--- config.mk ---
export PLATFORM = sky130hd
export DESIGN_NAME = aes_dec_round_ctrl
export DESIGN_NICKNAME = d
export VERILOG_FILES = /design/src/rtl/aes_dec_round_ctrl.sv
export SDC_FILE = /design/constraint.sdc
export NUM_CORES = 1
export LEC_CHECK = 0
export BUFFER_PORTS_ARGS = -buffer_cell sky130_fd_sc_hd__buf_2
export CORE_AREA = 5 5 250 252
export CTS_BUF_LIST = sky130_fd_sc_hd__clkbuf_4
export CTS_CLUSTER_SIZE = 12
export DETAILED_ROUTE_END_ITERATION = 8
export DIE_AREA = 0 0 255 257
export GPL_ROUTABILITY_DRIVEN = 1
export HOLD_SLACK_MARGIN = 0.1
export SLEW_MARGIN = 20
export SYNTH_ARGS = -nofsm -noshare
export SYNTH_HDL_FRONTEND = slang
export SYNTH_SLANG_ARGS = --single-unit
--- constraint.sdc ---
create_clock -name clk -period 2.75 [get_ports clk]
set_input_delay 0.55 -clock clk [delete_from_list [all_inputs] [get_ports clk]]
set_output_delay 0.55 -clock clk [all_outputs]
set_load 0.1 [all_outputs]
--- src/rtl/aes_dec_round_ctrl.sv ---
// rtl/aes_dec_round_ctrl.sv - iterative AES inverse-cipher round sequencer (optional abort: AES_DEC_ABORT_EN)
module aes_dec_round_ctrl #(
    parameter int NR = 10
) (
    input  logic         clk,
    input  logic         rst,
`ifdef AES_DEC_ABORT_EN
    input  logic         abort,
`endif
    input  logic         in_valid,
    output logic         in_ready,
    input  logic [127:0] in_data,
    output logic [3:0]   rk_idx,
    input  logic [127:0] rk,
    output logic [127:0] sb_in,
    input  logic [127:0] sb_out,
    output logic         out_valid,
    input  logic         out_ready,
    output logic [127:0] out_data,
    output logic         busy
);

    typedef enum logic [1:0] {IDLE, ROUND, FINAL, DONE} state_t;

    localparam logic [3:0] NR_IDX = 4'(NR);
    localparam logic [3:0] NR_M1  = 4'(NR - 1);

    state_t       state, state_n;
    logic [127:0] st, st_n;
    logic [3:0]   rc, rc_n;
    logic         kill;

    // Byte i of the state lives at [127-8i -: 8]; row r, column c is byte r+4c.
    function automatic logic [127:0] inv_shift_rows(input logic [127:0] s);
        logic [127:0] o;
        o = '0;
        for (int c = 0; c < 4; c++) begin
            for (int r = 0; r < 4; r++) begin
                o[127-8*(r+4*c) -: 8] = s[127-8*(r+4*((c-r+4)%4)) -: 8];
            end
        end
        return o;
    endfunction

    function automatic logic [7:0] xt(input logic [7:0] b);
        return {b[6:0], 1'b0} ^ (b[7] ? 8'h1b : 8'h00);
    endfunction

    function automatic logic [7:0] m9(input logic [7:0] b);
        return xt(xt(xt(b))) ^ b;
    endfunction

    function automatic logic [7:0] m11(input logic [7:0] b);
        return xt(xt(xt(b))) ^ xt(b) ^ b;
    endfunction

    function automatic logic [7:0] m13(input logic [7:0] b);
        return xt(xt(xt(b))) ^ xt(xt(b)) ^ b;
    endfunction

    function automatic logic [7:0] m14(input logic [7:0] b);
        return xt(xt(xt(b))) ^ xt(xt(b)) ^ xt(b);
    endfunction

    function automatic logic [31:0] inv_mix_col(input logic [31:0] a);
        logic [7:0] a0, a1, a2, a3;
        {a0, a1, a2, a3} = a;
        return {m14(a0) ^ m11(a1) ^ m13(a2) ^ m9(a3),
                m9(a0)  ^ m14(a1) ^ m11(a2) ^ m13(a3),
                m13(a0) ^ m9(a1)  ^ m14(a2) ^ m11(a3),
                m11(a0) ^ m13(a1) ^ m9(a2)  ^ m14(a3)};
    endfunction

    function automatic logic [127:0] inv_mix_columns(input logic [127:0] s);
        logic [127:0] o;
        o = '0;
        for (int c = 0; c < 4; c++) begin
            o[127-32*c -: 32] = inv_mix_col(s[127-32*c -: 32]);
        end
        return o;
    endfunction

`ifdef AES_DEC_ABORT_EN
    assign kill = abort && (state != IDLE);
`else
    assign kill = 1'b0;
`endif

    always_comb begin
        state_n = state;
        st_n    = st;
        rc_n    = rc;
        rk_idx  = 4'd0;
        case (state)
            IDLE: begin
                rk_idx = NR_IDX;
                if (in_valid) begin
                    st_n    = in_data ^ rk;
                    rc_n    = NR_M1;
                    state_n = ROUND;
                end
            end
            ROUND: begin
                rk_idx = rc;
                st_n   = inv_mix_columns(sb_out ^ rk);
                if (rc == 4'd1) state_n = FINAL;
                else            rc_n    = rc - 4'd1;
            end
            FINAL: begin
                st_n    = sb_out ^ rk;
                state_n = DONE;
            end
            DONE: begin
                if (out_ready) state_n = IDLE;
            end
            default: state_n = IDLE;
        endcase
        // Abort wins over any in-progress step, including a DONE handshake.
        if (kill) begin
            state_n = IDLE;
            st_n    = '0;
        end
    end

    always_ff @(posedge clk) begin
        if (rst) begin
            state <= IDLE;
            st    <= '0;
            rc    <= '0;
        end else begin
            state <= state_n;
            st    <= st_n;
            rc    <= rc_n;
        end
    end

    assign in_ready  = (state == IDLE) && !rst;
    assign sb_in     = inv_shift_rows(st);
    assign out_valid = (state == DONE) && !kill;
    assign out_data  = st;
    assign busy      = (state != IDLE);

endmodule

==> results.json <==
{
  "path_clk_slew_ps": 140,
  "crit_fanout": 6,
  "yosysUniqueCellTypes": 53,
  "postRouteWirelength_mm": 80.7,
  "path_cells": "inv_2 > ha_4 > and2_2 > buf_2",
  "antenna_found_initial": 8,
  "setup_viol": 0,
  "cts.sink_count": 134,
  "yosysSeqAreaShare": 0.142,
  "r2r_slack_ps": 310,
  "avgViaCountPerCell": 4.84,
  "ys_async_sr_fraction": 0,
  "tightest_slew_ps": 955,
  "grt-ovfl-total": 0,
  "dp_hpwl_mm": 64.9,
  "vias": 18100,
  "fmax_mhz": 391,
  "h-tree-depth": 4,
  "cts_tree": "done",
  "max_cap_violations": 0,
  "post-route-util": 0.430,
  "ys_top_cells_by_area": "xnor2_1 (30%), dfxtp_1 (14%), xnor3_1 (13%), xor2_1 (8.4%), buf_4 (5.1%)",
  "post-route-drc-count": 0,
  "synth_ff_type": "dfxtp_1",
  "root_buffer": "clkbuf_4",
  "clock_latency_ps": 750,
  "maxSlewHeadroom": 0.361,
  "syn-cell-area_um2": 18900,
  "globalplace.congestion": 0.919,
  "synth_cells": 2042,
  "worst_setup_path_end_kind": "output port",
  "hold_class": "primary input to register",
  "start_util": 0.315,
  "final.min_clock_period_ps": 2560,
  "wl_per_cell_um": 21.6,
  "crit_type": "register to output port",
  "max-vdd-ir-drop_uv": 1160,
  "drive_gt1_frac": 0.396,
  "power.total_mw": 37.1,
  "startpoint_type": "register",
  "crit_arrival_ps": 2010,
  "cts_setup_buffers": 0,
  "grt_pass1_vias": 18300,
  "drt_iter0_markers": 1215,
  "timing.final.crit_share": 0.931,
  "syn2layout_area_growth_pct": 36.5,
  "gr-usage-all-layers": 0.237,
  "synth-edff-count": 0,
  "status": "completed",
  "dieArea_um2": 65500,
  "finalHoldViolCount": 0,
  "io_pins": 651,
  "p_leak_nw": 11.8,
  "synth_nets": 2436,
  "synth_top_area_frac": 0.303,
  "ant_nets": 0,
  "rsz0062_at_grt": "no",
  "grt_start_max_net_pins": 139,
  "synth_top_cell_by_area": "xnor2_1",
  "setup_ws_ps": 191,
  "p_per_area_nw_per_um2": 1440,
  "synth_seq_cells": 134,
  "first_pass_iters": 5,
  "cts_inserted_buffers": 17,
  "num_rows": 90,
  "holdWs_ps": 210,
  "ys_warn_count": 0,
  "final_nets": 3325,
  "required_ps": 2200,
  "die_w_um": 255,
  "clock_path_buffers": 2,
  "clock_skew_ps": 19.9,
  "critical-path-max-stage-delay_ps": 460,
  "avgSynthCellArea_um2": 9.25,
  "die_y_um": 257,
  "dp_slack_ps": -160,
  "final_max_slew_viol_count": 0,
  "io_buffer_count": 650,
  "cp_slowest_cell": "buf_2",
  "grt_pass1_wl_mm": 116,
  "core_area_um2": 59900,
  "mostFrequentLayoutCells": "xnor2_1 (654), buf_2 (644), buf_4 (388), xor2_1 (182), dfxtp_1 (132)",
  "layout_commonest_cell": "xnor2_1"
}
-- flip-flops by register name (all words and copies together), names as in the netlist --
signal / cells
state: 2
out_data: 128
rc: 4
-- per-layer routing --
metal  wire [um]  vias up  GRT usage
met4        1680        2     0.0567
li1            -     8596          -
met3        5370       87     0.0379
met1       34200     8639      0.308
met2       39500      729      0.410
met5          12        -          0
-- layout make-up --
| type | instances | area [um^2] |
|---|---|---|
| repair buffers | 1092 | 6870 |
| flip-flops and latches | 134 | 2690 |
| inverters | 10 | 45.0 |
| diodes | 4 | 10.0 |
| multi-input cells | 1676 | 14900 |
| fillers | 5991 | 34100 |
| well taps | 782 | 978 |
| clock buffers | 17 | 128 |
| clock inverters | 15 | 114 |
-- final timing paths --
kind,start,end,cells after the start
max,state[1]$_SDFFE_PP0P_,rk_idx[2],4
min,in_data[13],out_data[13]$_SDFFE_PP0P_,4
max reg2reg,state[0]$_SDFFE_PP0P_,out_data[57]$_SDFFE_PP0P_,7
min reg2reg,out_data[39]$_SDFFE_PP0P_,out_data[39]$_SDFFE_PP0P_,2
-- cell usage after synthesis, types with 3 or more instances --
cell type	n
o21ai_0	101
clkbuf_1	89
xor2_4	3
a21oi_1	71
buf_1	5
ha_1	6
o221ai_1	18
nor2_1	129
nor3_1	48
nor4b_1	5
a221o_1	4
a221oi_1	18
a2bb2oi_1	16
a21o_1	8
xor2_2	13
inv_1	6
xor3_1	7
o22ai_1	45
o2111ai_1	5
xnor3_2	3
o31ai_1	5
a22oi_1	23
xnor2_1	654
a211o_1	9
xnor3_1	107
o211ai_1	4
o32ai_1	16
xor2_1	182
dfxtp_1	134
buf_4	128
xnor2_4	11
clkinv_1	3
xnor2_2	30
nand2_1	84
a211oi_1	27
-- cells by family (layout without fill, tap and decap cells) --
group	Yosys count	count (layout)	share of synthesized area
AOI/OAI and AO/OA	386	386	0.135
xor gates and xnor gates	1012	1012	0.588
adders and majority gates	6	6	0.00397
buffers and inverters	232	1134	0.0715
DFF	134	134	0.142
muxes	2	2	0.00106
other	0	4	0
and+or+nand+nor	270	270	0.0588
-- metrics by stage --
stage               setup TNS (ps)  cells  instance area, um^2
detailed placement            -988   3650                25000
finish                           0   3730                25800
CTS                              0   3726                25800
global placement              -725   3650                25000
global route                     0   3729                25800
floorplan                        0   2042                18900
-- report_power, final --
| group | internal (mW) | total, mW | switching (mW) |
|---|---|---|---|
| combinational | 11.5 | 32.4 | 20.8 |
| sequential | 2.63 | 3.32 | 0.686 |
| clock | 0.434 | 1.42 | 0.983 |
| total | 14.6 | 37.1 | 22.5 |
-- critical path, delay by kind of cell, from the launching register on --
family	cells	cell delay, ps
DFF	1	370
and+or+nand+nor	1	140
adders and majority gates	1	180
buffers and inverters	2	550
-- what timing repair did --
item / CTS / global route
setup endpoints to repair: 6 / 0
hold endpoints to repair: 41 / 0
gates resized for setup: 13 / 0
hold buffers: 44 / 0
Power figures use the tool's default switching activity.
